File: src/rtl/axilite_adder_ctrl.sv
// axilite_adder_ctrl: AXI4-Lite master that runs one add command against the
// memory-mapped adder slave. It writes A and B, reads back the sum and the
// overflow flag, then presents a single response to the requester.
// Only a 32-bit data path is meaningful; C_M_AXI_DATA_WIDTH exists for
// interface compatibility.
module axilite_adder_ctrl #(
   parameter int unsigned                  C_M_AXI_ADDR_WIDTH = 32,
   parameter logic [C_M_AXI_ADDR_WIDTH-1:0] C_M_AXI_BASEADDR  = '0,
   parameter int unsigned                  C_M_AXI_DATA_WIDTH = 32,
   parameter int unsigned                  C_TIMEOUT          = 64
) (
   input  logic                          M_AXI_ACLK,
   input  logic                          M_AXI_ARESETN,
   // requester side
   input  logic                          cmd_valid,
   output logic                          cmd_ready,
   input  logic [31:0]                   cmd_a,
   input  logic [31:0]                   cmd_b,
   output logic                          rsp_valid,
   input  logic                          rsp_ready,
   output logic [31:0]                   rsp_sum,
   output logic                          rsp_ovf,
   output logic [1:0]                    rsp_err,
   // AXI4-Lite master
   output logic [C_M_AXI_ADDR_WIDTH-1:0] M_AXI_AWADDR,
   output logic                          M_AXI_AWVALID,
   input  logic                          M_AXI_AWREADY,
   output logic [C_M_AXI_DATA_WIDTH-1:0] M_AXI_WDATA,
   output logic                          M_AXI_WVALID,
   input  logic                          M_AXI_WREADY,
   input  logic [1:0]                    M_AXI_BRESP,
   input  logic                          M_AXI_BVALID,
   output logic                          M_AXI_BREADY,
   output logic [C_M_AXI_ADDR_WIDTH-1:0] M_AXI_ARADDR,
   output logic                          M_AXI_ARVALID,
   input  logic                          M_AXI_ARREADY,
   input  logic [C_M_AXI_DATA_WIDTH-1:0] M_AXI_RDATA,
   input  logic [1:0]                    M_AXI_RRESP,
   input  logic                          M_AXI_RVALID,
   output logic                          M_AXI_RREADY
);

   localparam int AW = C_M_AXI_ADDR_WIDTH;
   localparam int DW = C_M_AXI_DATA_WIDTH;
   localparam int CW = $clog2(C_TIMEOUT);
   localparam logic [CW-1:0] CNT_LAST = CW'(C_TIMEOUT - 1);

   localparam logic [AW-1:0] ADDR_A   = C_M_AXI_BASEADDR;
   localparam logic [AW-1:0] ADDR_B   = C_M_AXI_BASEADDR + AW'(4);
   localparam logic [AW-1:0] ADDR_SUM = C_M_AXI_BASEADDR + AW'(8);
   localparam logic [AW-1:0] ADDR_OVF = C_M_AXI_BASEADDR + AW'(12);

   localparam logic [1:0] ERR_OK  = 2'b00;
   localparam logic [1:0] ERR_SLV = 2'b10;
   localparam logic [1:0] ERR_TMO = 2'b11;

   typedef enum logic [2:0] {IDLE, WR_A, WR_B, RD_SUM, RD_OVF, RESP} state_t;

   state_t        state_reg, state_next;
   logic [CW-1:0] cnt_reg, cnt_next;
   logic          aw_done_reg, aw_done_next;
   logic          w_done_reg, w_done_next;
   logic          ar_done_reg, ar_done_next;
   logic [31:0]   a_reg, a_next;
   logic [31:0]   b_reg, b_next;
   logic [31:0]   sum_reg, sum_next;
   logic          ovf_reg, ovf_next;
   logic [1:0]    err_reg, err_next;

   logic in_wr, in_rd;
   logic aw_hs, w_hs, ar_hs, b_hs, r_hs, timed_out;

   assign in_wr     = (state_reg == WR_A) || (state_reg == WR_B);
   assign in_rd     = (state_reg == RD_SUM) || (state_reg == RD_OVF);
   assign aw_hs     = M_AXI_AWVALID && M_AXI_AWREADY;
   assign w_hs      = M_AXI_WVALID && M_AXI_WREADY;
   assign ar_hs     = M_AXI_ARVALID && M_AXI_ARREADY;
   assign b_hs      = M_AXI_BVALID && M_AXI_BREADY;
   assign r_hs      = M_AXI_RVALID && M_AXI_RREADY;
   assign timed_out = (cnt_reg == CNT_LAST);

   assign rsp_sum = sum_reg;
   assign rsp_ovf = ovf_reg;
   assign rsp_err = err_reg;

   // Bus and handshake outputs decoded from the state and per-channel done flags
   always_comb begin
      cmd_ready     = (state_reg == IDLE);
      rsp_valid     = (state_reg == RESP);
      M_AXI_AWVALID = in_wr && !aw_done_reg;
      M_AXI_WVALID  = in_wr && !w_done_reg;
      M_AXI_BREADY  = in_wr && aw_done_reg && w_done_reg;
      M_AXI_ARVALID = in_rd && !ar_done_reg;
      M_AXI_RREADY  = in_rd && ar_done_reg;
      M_AXI_AWADDR  = '0;
      M_AXI_WDATA   = '0;
      M_AXI_ARADDR  = '0;
      case (state_reg)
         WR_A: begin
            M_AXI_AWADDR = ADDR_A;
            M_AXI_WDATA  = DW'(a_reg);
         end
         WR_B: begin
            M_AXI_AWADDR = ADDR_B;
            M_AXI_WDATA  = DW'(b_reg);
         end
         RD_SUM:  M_AXI_ARADDR = ADDR_SUM;
         RD_OVF:  M_AXI_ARADDR = ADDR_OVF;
         default: ;
      endcase
   end

   // Next-state, result capture and per-state timeout; any state change
   // clears the counter and the channel done flags
   always_comb begin
      state_next   = state_reg;
      cnt_next     = cnt_reg;
      aw_done_next = aw_done_reg || aw_hs;
      w_done_next  = w_done_reg || w_hs;
      ar_done_next = ar_done_reg || ar_hs;
      a_next       = a_reg;
      b_next       = b_reg;
      sum_next     = sum_reg;
      ovf_next     = ovf_reg;
      err_next     = err_reg;
      case (state_reg)
         IDLE: begin
            if (cmd_valid) begin
               a_next     = cmd_a;
               b_next     = cmd_b;
               sum_next   = '0;
               ovf_next   = 1'b0;
               err_next   = ERR_OK;
               state_next = WR_A;
            end
         end
         WR_A, WR_B: begin
            cnt_next = cnt_reg + 1'b1;
            if (b_hs) begin
               if (M_AXI_BRESP != 2'b00) begin
                  err_next   = ERR_SLV;
                  sum_next   = '0;
                  ovf_next   = 1'b0;
                  state_next = RESP;
               end else begin
                  state_next = (state_reg == WR_A) ? WR_B : RD_SUM;
               end
            end else if (timed_out) begin
               // abort without completing the handshake; VALID drops unserviced
               err_next   = ERR_TMO;
               sum_next   = '0;
               ovf_next   = 1'b0;
               state_next = RESP;
            end
         end
         RD_SUM, RD_OVF: begin
            cnt_next = cnt_reg + 1'b1;
            if (r_hs) begin
               if (M_AXI_RRESP != 2'b00) begin
                  err_next   = ERR_SLV;
                  sum_next   = '0;
                  ovf_next   = 1'b0;
                  state_next = RESP;
               end else if (state_reg == RD_SUM) begin
                  sum_next   = M_AXI_RDATA[31:0];
                  state_next = RD_OVF;
               end else begin
                  ovf_next   = |M_AXI_RDATA;
                  state_next = RESP;
               end
            end else if (timed_out) begin
               err_next   = ERR_TMO;
               sum_next   = '0;
               ovf_next   = 1'b0;
               state_next = RESP;
            end
         end
         RESP: begin
            if (rsp_ready) state_next = IDLE;
         end
         default: state_next = IDLE;
      endcase
      if (state_next != state_reg) begin
         cnt_next     = '0;
         aw_done_next = 1'b0;
         w_done_next  = 1'b0;
         ar_done_next = 1'b0;
      end
   end

   // State and datapath registers; asynchronous assert, synchronous release
   always_ff @(posedge M_AXI_ACLK or negedge M_AXI_ARESETN) begin
      if (!M_AXI_ARESETN) begin
         state_reg   <= IDLE;
         cnt_reg     <= '0;
         aw_done_reg <= 1'b0;
         w_done_reg  <= 1'b0;
         ar_done_reg <= 1'b0;
         a_reg       <= '0;
         b_reg       <= '0;
         sum_reg     <= '0;
         ovf_reg     <= 1'b0;
         err_reg     <= ERR_OK;
      end else begin
         state_reg   <= state_next;
         cnt_reg     <= cnt_next;
         aw_done_reg <= aw_done_next;
         w_done_reg  <= w_done_next;
         ar_done_reg <= ar_done_next;
         a_reg       <= a_next;
         b_reg       <= b_next;
         sum_reg     <= sum_next;
         ovf_reg     <= ovf_next;
         err_reg     <= err_next;
      end
   end

endmodule
File: config.mk
export PLATFORM = sky130hd
export DESIGN_NAME = axilite_adder_ctrl
export DESIGN_NICKNAME = d
export VERILOG_FILES = /design/src/rtl/axilite_adder_ctrl.sv
export SDC_FILE = /design/constraint.sdc
export NUM_CORES = 1
export LEC_CHECK = 0
export ABC_AREA = 1
export CAP_MARGIN = 20
export CORE_UTILIZATION = 47
export CTS_BUF_LIST = sky130_fd_sc_hd__clkbuf_2
export DETAILED_ROUTE_END_ITERATION = 12
export PLACE_DENSITY_LB_ADDON = 0.1
export SLEW_MARGIN = 10
export SYNTH_ARGS = -nofsm -noshare
export SYNTH_HDL_FRONTEND = slang
export SYNTH_SLANG_ARGS = --single-unit
File: constraint.sdc
create_clock -name M_AXI_ACLK -period 5 [get_ports M_AXI_ACLK]
set_input_delay 1 -clock M_AXI_ACLK [delete_from_list [all_inputs] [get_ports M_AXI_ACLK]]
set_output_delay 1 -clock M_AXI_ACLK [all_outputs]
set_load 0.02 [all_outputs]
* After elaboration in Yosys (flattened, before gate mapping)
Index checks and enable logic that the tools add are counted.
** Cells by class
- $add $sub $neg :: 1
- Equality and inequality tests :: 12
- Muxes and demuxes :: 41
- Reduce and logical (&&, ||, !) cells :: 32
** Operators by type and width (count)
- two-way mux 32 bit :: 7
- one-hot mux 32 bit (3 select lines) :: 1
- one-hot mux 32 bit (2 select lines) :: 1
- OR reduction 32 bit :: 1
- two-way mux 3 bit :: 7
- two-way mux 1 bit :: 13
- two-way mux 2 bit :: 6
- two-way mux 6 bit :: 2
- one-hot mux 3 bit (4 select lines) :: 1
- AND reduction 4 bit :: 3
- logical AND 1 bit :: 11
- inequality test 4 bit, second input constant :: 2
- one-hot mux 4 bit (2 select lines) :: 1
- adder 6 x 1 -> 6 bit, second input constant :: 1
- == test 3 x 2 -> 1 bit, second input constant :: 2
- == test 3 bit, second input constant :: 2
- == test 6 bit, second input constant :: 1
- inequality test 3 bit, second input constant :: 2
- one-hot mux 2 bit (3 select lines) :: 1
- nonzero test 2 bit :: 3
- logical OR 1 bit :: 5
- OR reduction 2 bit :: 2
- OR reduction 4 bit :: 1
- == test 3 x 1 -> 1 bit, second input constant :: 1
- 7 further kinds :: 9
** Word-level totals
- Register bits :: 111
- Bits of input ports :: 109

* Depth between registers and ports, before layout
Gate-level depths: netlist of the first run.
- Depth in word-level cells :: 9
- Depth in mapped cells :: 12

* Worst setup path before layout of the first run
Ideal clock, no wire load.
- Kind :: reg2out
- Start :: register state_reg[0]
- End :: output port M_AXI_WDATA[10]
- Data arrival time :: 1484 ps
- Data required time :: 4000 ps
- Setup slack :: 2516 ps
- Cell stages (with the launch flop) :: 7
- Path through :: dfrtp_1 -> inv_1 -> nand3_1 -> inv_1 -> buf_1 -> nand2_1 -> o21ai_0
** Between the ends
- Cells in the longest elaborated chain, start to end :: 2
- Elaborated cells on any way between the ends :: 3
- Those cells by class :: eq/ne: 2; mux: 1
** RTL lines
- start, declared :: RTL line 59 : state_t state_reg, state_next;
- start signal, assigned :: RTL line 205 : state_reg <= state_next;
- == test 3 x 2 -> 1 bit / == test 3 x 1 -> 1 bit (equally long branches) :: RTL line 98 : case (state_reg)
- one-hot mux 32 bit (2 select lines) (*) :: RTL line 98
- end, declared :: RTL line 28 : output logic [C_M_AXI_DATA_WIDTH-1:0] M_AXI_WDATA,
Mark *: on every way between the ends. The rest lies on a longest branch, timed or not.

* Worst setup path in the final report of the first run
- Start :: register state_reg[2]
- End :: output port M_AXI_BREADY
** Between the ends
- Cells in the longest elaborated chain, start to end :: 4
- Elaborated cells on any way between the ends :: 5
- Those cells by class :: eq/ne: 2; reduce/logical: 3
** RTL lines
- == test 3 x 1 -> 1 bit / == test 3 x 2 -> 1 bit (equally long branches) :: RTL line 73 : assign in_wr = (state_reg == WR_A) || (state_reg == WR_B);
- logical OR 1 bit (*) :: RTL line 73
- logical AND 1 bit (*) (2 in series) :: RTL line 92 : M_AXI_BREADY = in_wr && aw_done_reg && w_done_reg;
- end, declared :: RTL line 33 : output logic M_AXI_BREADY,
Marked as above.

==> impl_results.md, run 1 <==
- Status: finished, final reports clean
- Gr usage total: 0.229
- Post-route insts no fill: approximately 1000
- Seq/Total Area, Yosys: 0.501
- Distinct cells, synth: 29
- Sum Neg Setup Slack: 0 ns
- Latest clock arrival within the worst-skew pair: between 0.6 and 0.7 ns
- TritonCTS Buffers: 9
- WS Path Type: flop to output pin
- Min cycle time layout: between 4 and 5 ns
- Relative slew slack: 0.294
- Number of global-route vias before repair: about 4800
- Layout cells sized above 1: 0.0542
- Site Rows: 39
- Crit-path cells: inv_2 > nand3_2 > nand2_2 > inv_1 > nor2_1 > clkdlybuf4s50_1
- Max Clk Rate: around 240 MHz
- Min-delay worst type: input port to asynchronous set/reset pin
- RePlAce Congestion: slightly below 0.9
- Syn Area/Cell: ~7.9 um2
- Ports: about 250
- # DRC: 0
- Top-area cell type share of the netlist area: 0.501
- Peak per-stage delay on the critical path: 0.63 ns
- Final core occ: 0.648
- Global-route wire length before repair: ~23000 um
- Yosys warning count: 0
- CTS tree: yes
- Slowest cell on the critical path: clkdlybuf4s50_1
- First-pass DRT Iterations: 5
- Final setup vio count: 0
- Final Max Tran Viols: 0
- Placed Cells: roughly 1000
- Final hold violation count: 0
- Final period util: 0.818
- Post-cts repair resize count: 0
- Post-DRT Antenna Nets: 0
- Synth area leader: dfrtp_1
- Max-Cap Viols: 0
- Max FO, Critical Path: 34
- Post-CTS Repair Setup Buffers: 0
- Worst Path Arrival: a little over 3 ns
- Clk slew on worst S/H paths: approximately 0.27 ns
- Congestion Overflow GR: 0
- Yosys reg bits: about 110
- Clk sink count: around 110
- Die Height: 111 um
- Die X: around 110 um
- Worst EP required: 4.00 ns
- Die area: about 12000 um2
- DP Wirelength: approximately 9800 um
- Via count: 4872
- RSZ-0062 raised after global routing: false
- Worst Tran Pin Value: approximately 1.1 ns
- Initial Util: 0.484
- IO buf count: approximately 190
- CTS Hold Bufs: 0
- Fin Clk Skew: ~0.023 ns
- Wirelength per Cell: 13.2 um
- Startpoint Class: flop
- Initial antenna violation count: 0
- Vias per cell: about 4.7
- Synth area leaders: dfrtp_1 50%, nand2_1 20%, buf_4 8.7%, o21ai_0 6.3%, inv_1 3.7%
- First-iteration detailed-routing DRC count: 344
- Synthesized area: about 5500 um2
- Syn Inst Count: approximately 710
- CTS Root Cell: clkbuf_2
- Nets: around 990
- Syn-to-layout area delta: 34.1%
- Core area: 11500 um2
- # diodes: 0
- Filler Cell Count: 1049
- Pleak: 3.66 nW
- Largest net degree at the start of global routing: between 80 and 90
- Pwr per Cell Area: about 410 nW/um2
- Critical Path End Type: output pin
- Total routed wirelength: 13600 um
- CTS H-Tree Depth: 3
- Maximum vdd drop: approximately 0.33 mV
- Max clock buf depth: 2
==> synth_stat cells <==
| master | count |
|---|---|
| o31a_1 | 1 |
| xnor2_1 | 1 |
| nor2_2 | 12 |
| a21oi_1 | 6 |
| nor4_1 | 8 |
| buf_1 | 1 |
| dfrtp_1 | 111 |
| o21ai_2 | 1 |
| xor2_1 | 4 |
| nand4_1 | 7 |
| inv_1 | 55 |
| o21bai_1 | 1 |
| nand2_2 | 2 |
| or2_2 | 1 |
| clkinv_1 | 1 |
| nand3_1 | 9 |
| nand2_1 | 296 |
| inv_2 | 2 |
| o21ai_0 | 70 |
| ha_1 | 1 |
| conb_1 | 1 |
| nor2_1 | 22 |
| nand3_2 | 4 |
| nand2_4 | 2 |
| nand3_4 | 1 |
| buf_2 | 5 |
| buf_4 | 64 |
| a21oi_2 | 1 |
| clkbuf_1 | 16 |
==> layer usage <==
| metal | global-route usage | wire (um) | up-vias |
|---|---|---|---|
| li1 | - | - | 2411 |
| met1 | 0.284 | 5970 | 2282 |
| met2 | 0.381 | 6450 | 162 |
| met3 | 0.0823 | 934 | 17 |
| met4 | 0.0551 | 213 | 0 |
| met5 | 0 | 0 | - |
==> cell type report <==
class	count	area [um2]	share of cell area
sequential	111	2780	0.374
multi-input combinational	511	2210	0.298
timing repair buffer	190	1930	0.259
inverter	58	218	0.0293
tap	143	179	0.0241
clock inverter	6	70.1	0.00942
clock buffer	10	50.0	0.00673
==> final timing paths <==
| path | start | cells past startpoint | slack, ns | end |
|---|---|---|---|---|
| hold reg to reg | rsp_sum[17]$_DFFE_PN0P_ | 2 | 0.51 | rsp_sum[17]$_DFFE_PN0P_ |
| setup / recovery | state_reg[2]$_DFF_PN0_ | 6 | 0.91 | M_AXI_BREADY |
| hold / removal | M_AXI_ARESETN | 1 | 0.29 | cnt_reg[1]$_DFFE_PN0P_ |
| setup reg to reg | state_reg[2]$_DFF_PN0_ | 10 | 2.33 | rsp_sum[5]$_DFFE_PN0P_ |
| min in group M_AXI_ACLK | rsp_sum[17]$_DFFE_PN0P_ | 2 | 0.51 | rsp_sum[17]$_DFFE_PN0P_ |
| max in group asynchronous | M_AXI_ARESETN | 3 | 3.66 | rsp_ovf$_DFFE_PN0P_ |
==> worst max-delay path: cells and delay by family, from the launching register on <==
kind | cells | cell delay (ns)
buffers and inverters | 3 | 0.90
DFF | 1 | 0.52
and+or+nand+nor | 3 | 1.08
==> stage by stage <==
step / total power, mW / setup WS [ns] / hold slack [ns] / area (um2)
floorplan: 2.12 / 2.52 / 0.442 / 5770
global placement: 2.58 / 1.61 / 0.454 / 7260
detailed placement: 2.62 / 1.53 / 0.459 / 7260
CTS: 3.05 / 0.743 / 0.494 / 7380
global route: 3.25 / 0.658 / 0.236 / 7430
finish: 3.02 / 0.908 / 0.290 / 7430
==> logic make-up after synthesis <==
| logic type | count (synthesis) | share of synthesized area |
|---|---|---|
| other cells | 1 | 0.000676 |
| simple gates | 364 | 0.272 |
| flops | 111 | 0.501 |
| buf+inv | 144 | 0.142 |
| xor+xnor | 5 | 0.00790 |
| compound gates | 80 | 0.0747 |
| fa+ha+maj | 1 | 0.00226 |
==> report_power, final <==
part	internal (mW)	total (mW)	leakage (nW)	switching, mW
sequential	1.16	1.29	1.44	0.122
combinational	0.496	1.31	2.14	0.819
clock	0.121	0.421	0.0717	0.300
total	1.78	3.02	3.66	1.24
==> layout by cell type (no fill, tap or decap), types with 4 or more instances in the layout <==
master	n
inv_1	55
buf_4	4
nor2_2	12
nand3_1	9
a21oi_1	6
nand3_2	4
clkbuf_2	10
clkdlybuf4s50_1	184
nor4_1	8
xor2_1	4
o21ai_0	70
dfrtp_1	111
nand4_1	7
nand2_1	296
nor2_1	21
conb_1	61
(Power assumes the default switching activity.)
==> run 2: changes to the inputs <==
- CORE_UTILIZATION: 47 -> 43
- clock period: 5 -> 3.9 ns (I/O delays scaled with it)
==> run 2 against run 1 <==
Compared with the run above:
- cell count increased by 2.9%
- global-route usage is 1.9 points lower
- clock skew is 0.0059 ns higher
- sequential power is 27% higher
- final area up 0.37%
- first-iteration DRC count shrank 12%
- die area grew 9.1%
- worst hold slack got worse by 0.13 ns
- count of clock-buffer cells in the layout is 1 higher
- sequential share of layout area fell by 0.14 points
==> impl_results.md, run 2 (synthesis results as in run 1) <==
- Crit-path cells: inv_1 > nand3_1 > inv_1 > buf_4 > nand2_1 > o21ai_0 > clkdlybuf4s50_1 (was inv_2 > nand3_2 > nand2_2 > inv_1 > nor2_1 > clkdlybuf4s50_1)
- Startpoint Class: flop (unchanged)
- Syn-to-layout area delta: 34.6% (was 34.1%)
- Total routed wirelength: 13400 um (was 13600 um)
- Initial antenna violation count: 0 (unchanged)
- WP depth: 7 (was 6)
- Latest clock arrival within the worst-skew pair: 0.62 ns (was 0.61 ns)
- Flop2flop setup slack: 1.57 ns (was 2.33 ns)
- Die area: 13400 um2 (was 12200 um2)
- RePlAce Congestion: 0.866 (was 0.888)
- Reg-to-reg startpoint: state_reg[0]$_DFF_PN0_ (was state_reg[2]$_DFF_PN0_)
- Site Rows: 41 (was 39)
- Commonest non-fill, non-tap cell in the layout: nand2_1 (unchanged)
- # DRC: 0 (unchanged)
- Critical R2R Capture: cnt_reg[2]$_DFFE_PN0P_ (was rsp_sum[5]$_DFFE_PN0P_)
- Status: finished, final reports clean (unchanged)
- Sum Neg Setup Slack: 0 ns (unchanged)
- Die X: 116 um (was 111 um)
- Nets: 992 (was 991)
- Placed cell areas: 7320 um2 (was 7260 um2)
- DP Wirelength: 9610 um (was 9810 um)
- CTS Hold Bufs: 0 (unchanged)
- Switching Share: 0.406 (was 0.411)
- CTS Root Cell: clkbuf_2 (unchanged)
- Initial Util: 0.439 (was 0.484)
- TritonCTS Buffers: 9 (unchanged)
- Final period util: 0.884
- Congestion Overflow GR: 0 (unchanged)
- Net Sw Power: 1.57 mW (was 1.24 mW)
- First-pass DRT Iterations: 4 (was 5)
- Kind of cell adding the most delay to the critical path: buffers and inverters (was simple AND/OR/NAND/NOR gates)
- Final Max Tran Viols: 0 (unchanged)
- Fin Clk Skew: 0.0287 ns (was 0.0228 ns)
- Max Clk Rate: approximately 290 MHz
- Multi-input gate area: 2210 um2 (unchanged)
- Maximum vdd drop: 0.317 mV (was 0.326 mV)
- Top cell by count, worst path: inv_1
- Final setup vio count: 0 (unchanged)
- Clk pwr share: 0.137 (was 0.139)
- Buf/Inv on CP: 4 (was 3)
- Relative slew slack: 0.423 (was 0.294)
- Core area: 12600 um2 (was 11500 um2)
- Peak per-stage delay on the critical path: 0.66 ns (was 0.63 ns)
- Pwr per Cell Area: 519 nW/um2 (was 406 nW/um2)
- Commonest non-fill, non-tap cells in the layout: 296 x nand2_1, 184 x clkdlybuf4s50_1, 111 x dfrtp_1, 70 x o21ai_0, 61 x conb_1 (unchanged)
- Via count: 4927 (was 4872)
- Max-Cap Viols: 0 (unchanged)
- # diodes: 0 (unchanged)
- Worst EP required: 3.12 ns (was 4.00 ns)
- Ports: 247 (unchanged)
- Max clock buf depth: 2 (unchanged)
- CTS H-Tree Depth: 3 (unchanged)
- Slowest cell on the critical path: clkdlybuf4s50_1 (unchanged)
- Internal power: 2.30 mW (was 1.78 mW)
- Min cycle time layout: 3.45 ns
- RSZ-0062 raised after global routing: false (unchanged)
- CTS tree: yes (unchanged)
- Pleak: 3.66 nW (about the same)
- Final hold violation count: 0 (unchanged)
- Number of global-route vias before repair: 4607 (was 4788)
- Clk sink count: 111 (unchanged)
- Worst Tran Pin Value: 0.861 ns (was 1.06 ns)
- Wirelength per Cell: 12.6 um (was 13.2 um)
- IO buf count: 185 (unchanged)
- Comb power frac: 0.439 (was 0.435)
- Critical Path End Type: output pin (unchanged)
- Max FO, Critical Path: 33 (was 34)
- Layout cells sized above 1: 0.0564 (was 0.0542)
- WS Path Type: flop to output pin (unchanged)
- Final instance area: 7460 um2 (was 7430 um2)
- Seq pwr share: 0.424 (was 0.425)
- Post-CTS Repair Setup Buffers: 0 (unchanged)
- Filler Cell Count: 1172 (was 1049)
- Post-DRT Antenna Nets: 0 (unchanged)
- Worst Path Arrival: 2.67 ns (was 3.09 ns)
- Vias per cell: 4.65 (was 4.73)
- Largest net degree at the start of global routing: 98 (was 81)
- Die Height: 116 um (was 111 um)
- First-iteration detailed-routing DRC count: 304 (was 344)
- Seq. cell area: 2780 um2 (unchanged)
- Post-cts repair resize count: 0 (unchanged)
- Min-delay worst type: input port to asynchronous set/reset pin (unchanged)
- Clk slew on worst S/H paths: 0.26 ns (was 0.27 ns)
- Global-route wire length before repair: 21900 um (was 22700 um)
- Reg2reg path depth: 10 (unchanged)
- Gr usage total: 0.210 (was 0.229)
-- run 2: per-stage QoR --
| step | hold WS (ns) | util | instances | power [mW] | setup WS [ns] |
|---|---|---|---|---|---|
| floorplan | 0.442 | - | 766 | 2.72 | 1.64 |
| CTS | 0.117 | 0.589 | 1058 | 3.90 | 0.359 |
| detailed placement | 0.458 | 0.580 | 1042 | 3.36 | 1.02 |
| global route | 0.135 | 0.591 | 1059 | 4.17 | 0.188 |
| finish | 0.161 | 0.591 | 1059 | 3.87 | 0.452 |
| global placement | 0.453 | 0.580 | 1042 | 3.32 | 1.06 |
-- run 2: area by class of cell --
type                       count  share of cell area
tap                          172              0.0288
inverter                      58              0.0292
clock inverter                 5             0.00755
timing repair buffer         191               0.258
clock buffer                  11             0.00738
sequential                   111               0.372
multi-input combinational    511               0.297
-- run 2: worst max-delay path by stage --
stage / startpoint / endpoint
5_1_grt: state_reg[0]$_DFF_PN0_ / M_AXI_WDATA[15]
2_1_floorplan: state_reg[0]$_DFF_PN0_ / M_AXI_WDATA[10]
3_5_place_dp: cmd_valid / w_done_reg$_DFF_PN0_
6_report: state_reg[0]$_DFF_PN0_ / M_AXI_WDATA[27]
4_1_cts: state_reg[0]$_DFF_PN0_ / M_AXI_WDATA[31]
3_3_place_gp: cmd_valid / cnt_reg[1]$_DFFE_PN0P_
-- run 2: power groups by stage --
stage	logic, mW	registers (mW)	clock network (mW)
5_1_grt	1.89	1.69	0.592
3_3_place_gp	1.66	1.66	0
6_report	1.70	1.64	0.530
4_1_cts	1.70	1.65	0.554
3_5_place_dp	1.69	1.67	0
2_1_floorplan	1.08	1.63	0
-- run 2: routing by layer --
layer | routed length [um] | global-route usage | share of wire
met5 | 0 | 0 | 0
met4 | 143 | 0.0563 | 0.011
met3 | 1060 | 0.0732 | 0.079
met2 | 6520 | 0.344 | 0.49
met1 | 5660 | 0.264 | 0.42
-- run 2: worst reg2reg max path: cells and delay by family, from the launching register on --
family        cells  cell delay, ns
buf+inv           1            0.65
simple gates      9            1.12
flops             1            0.52
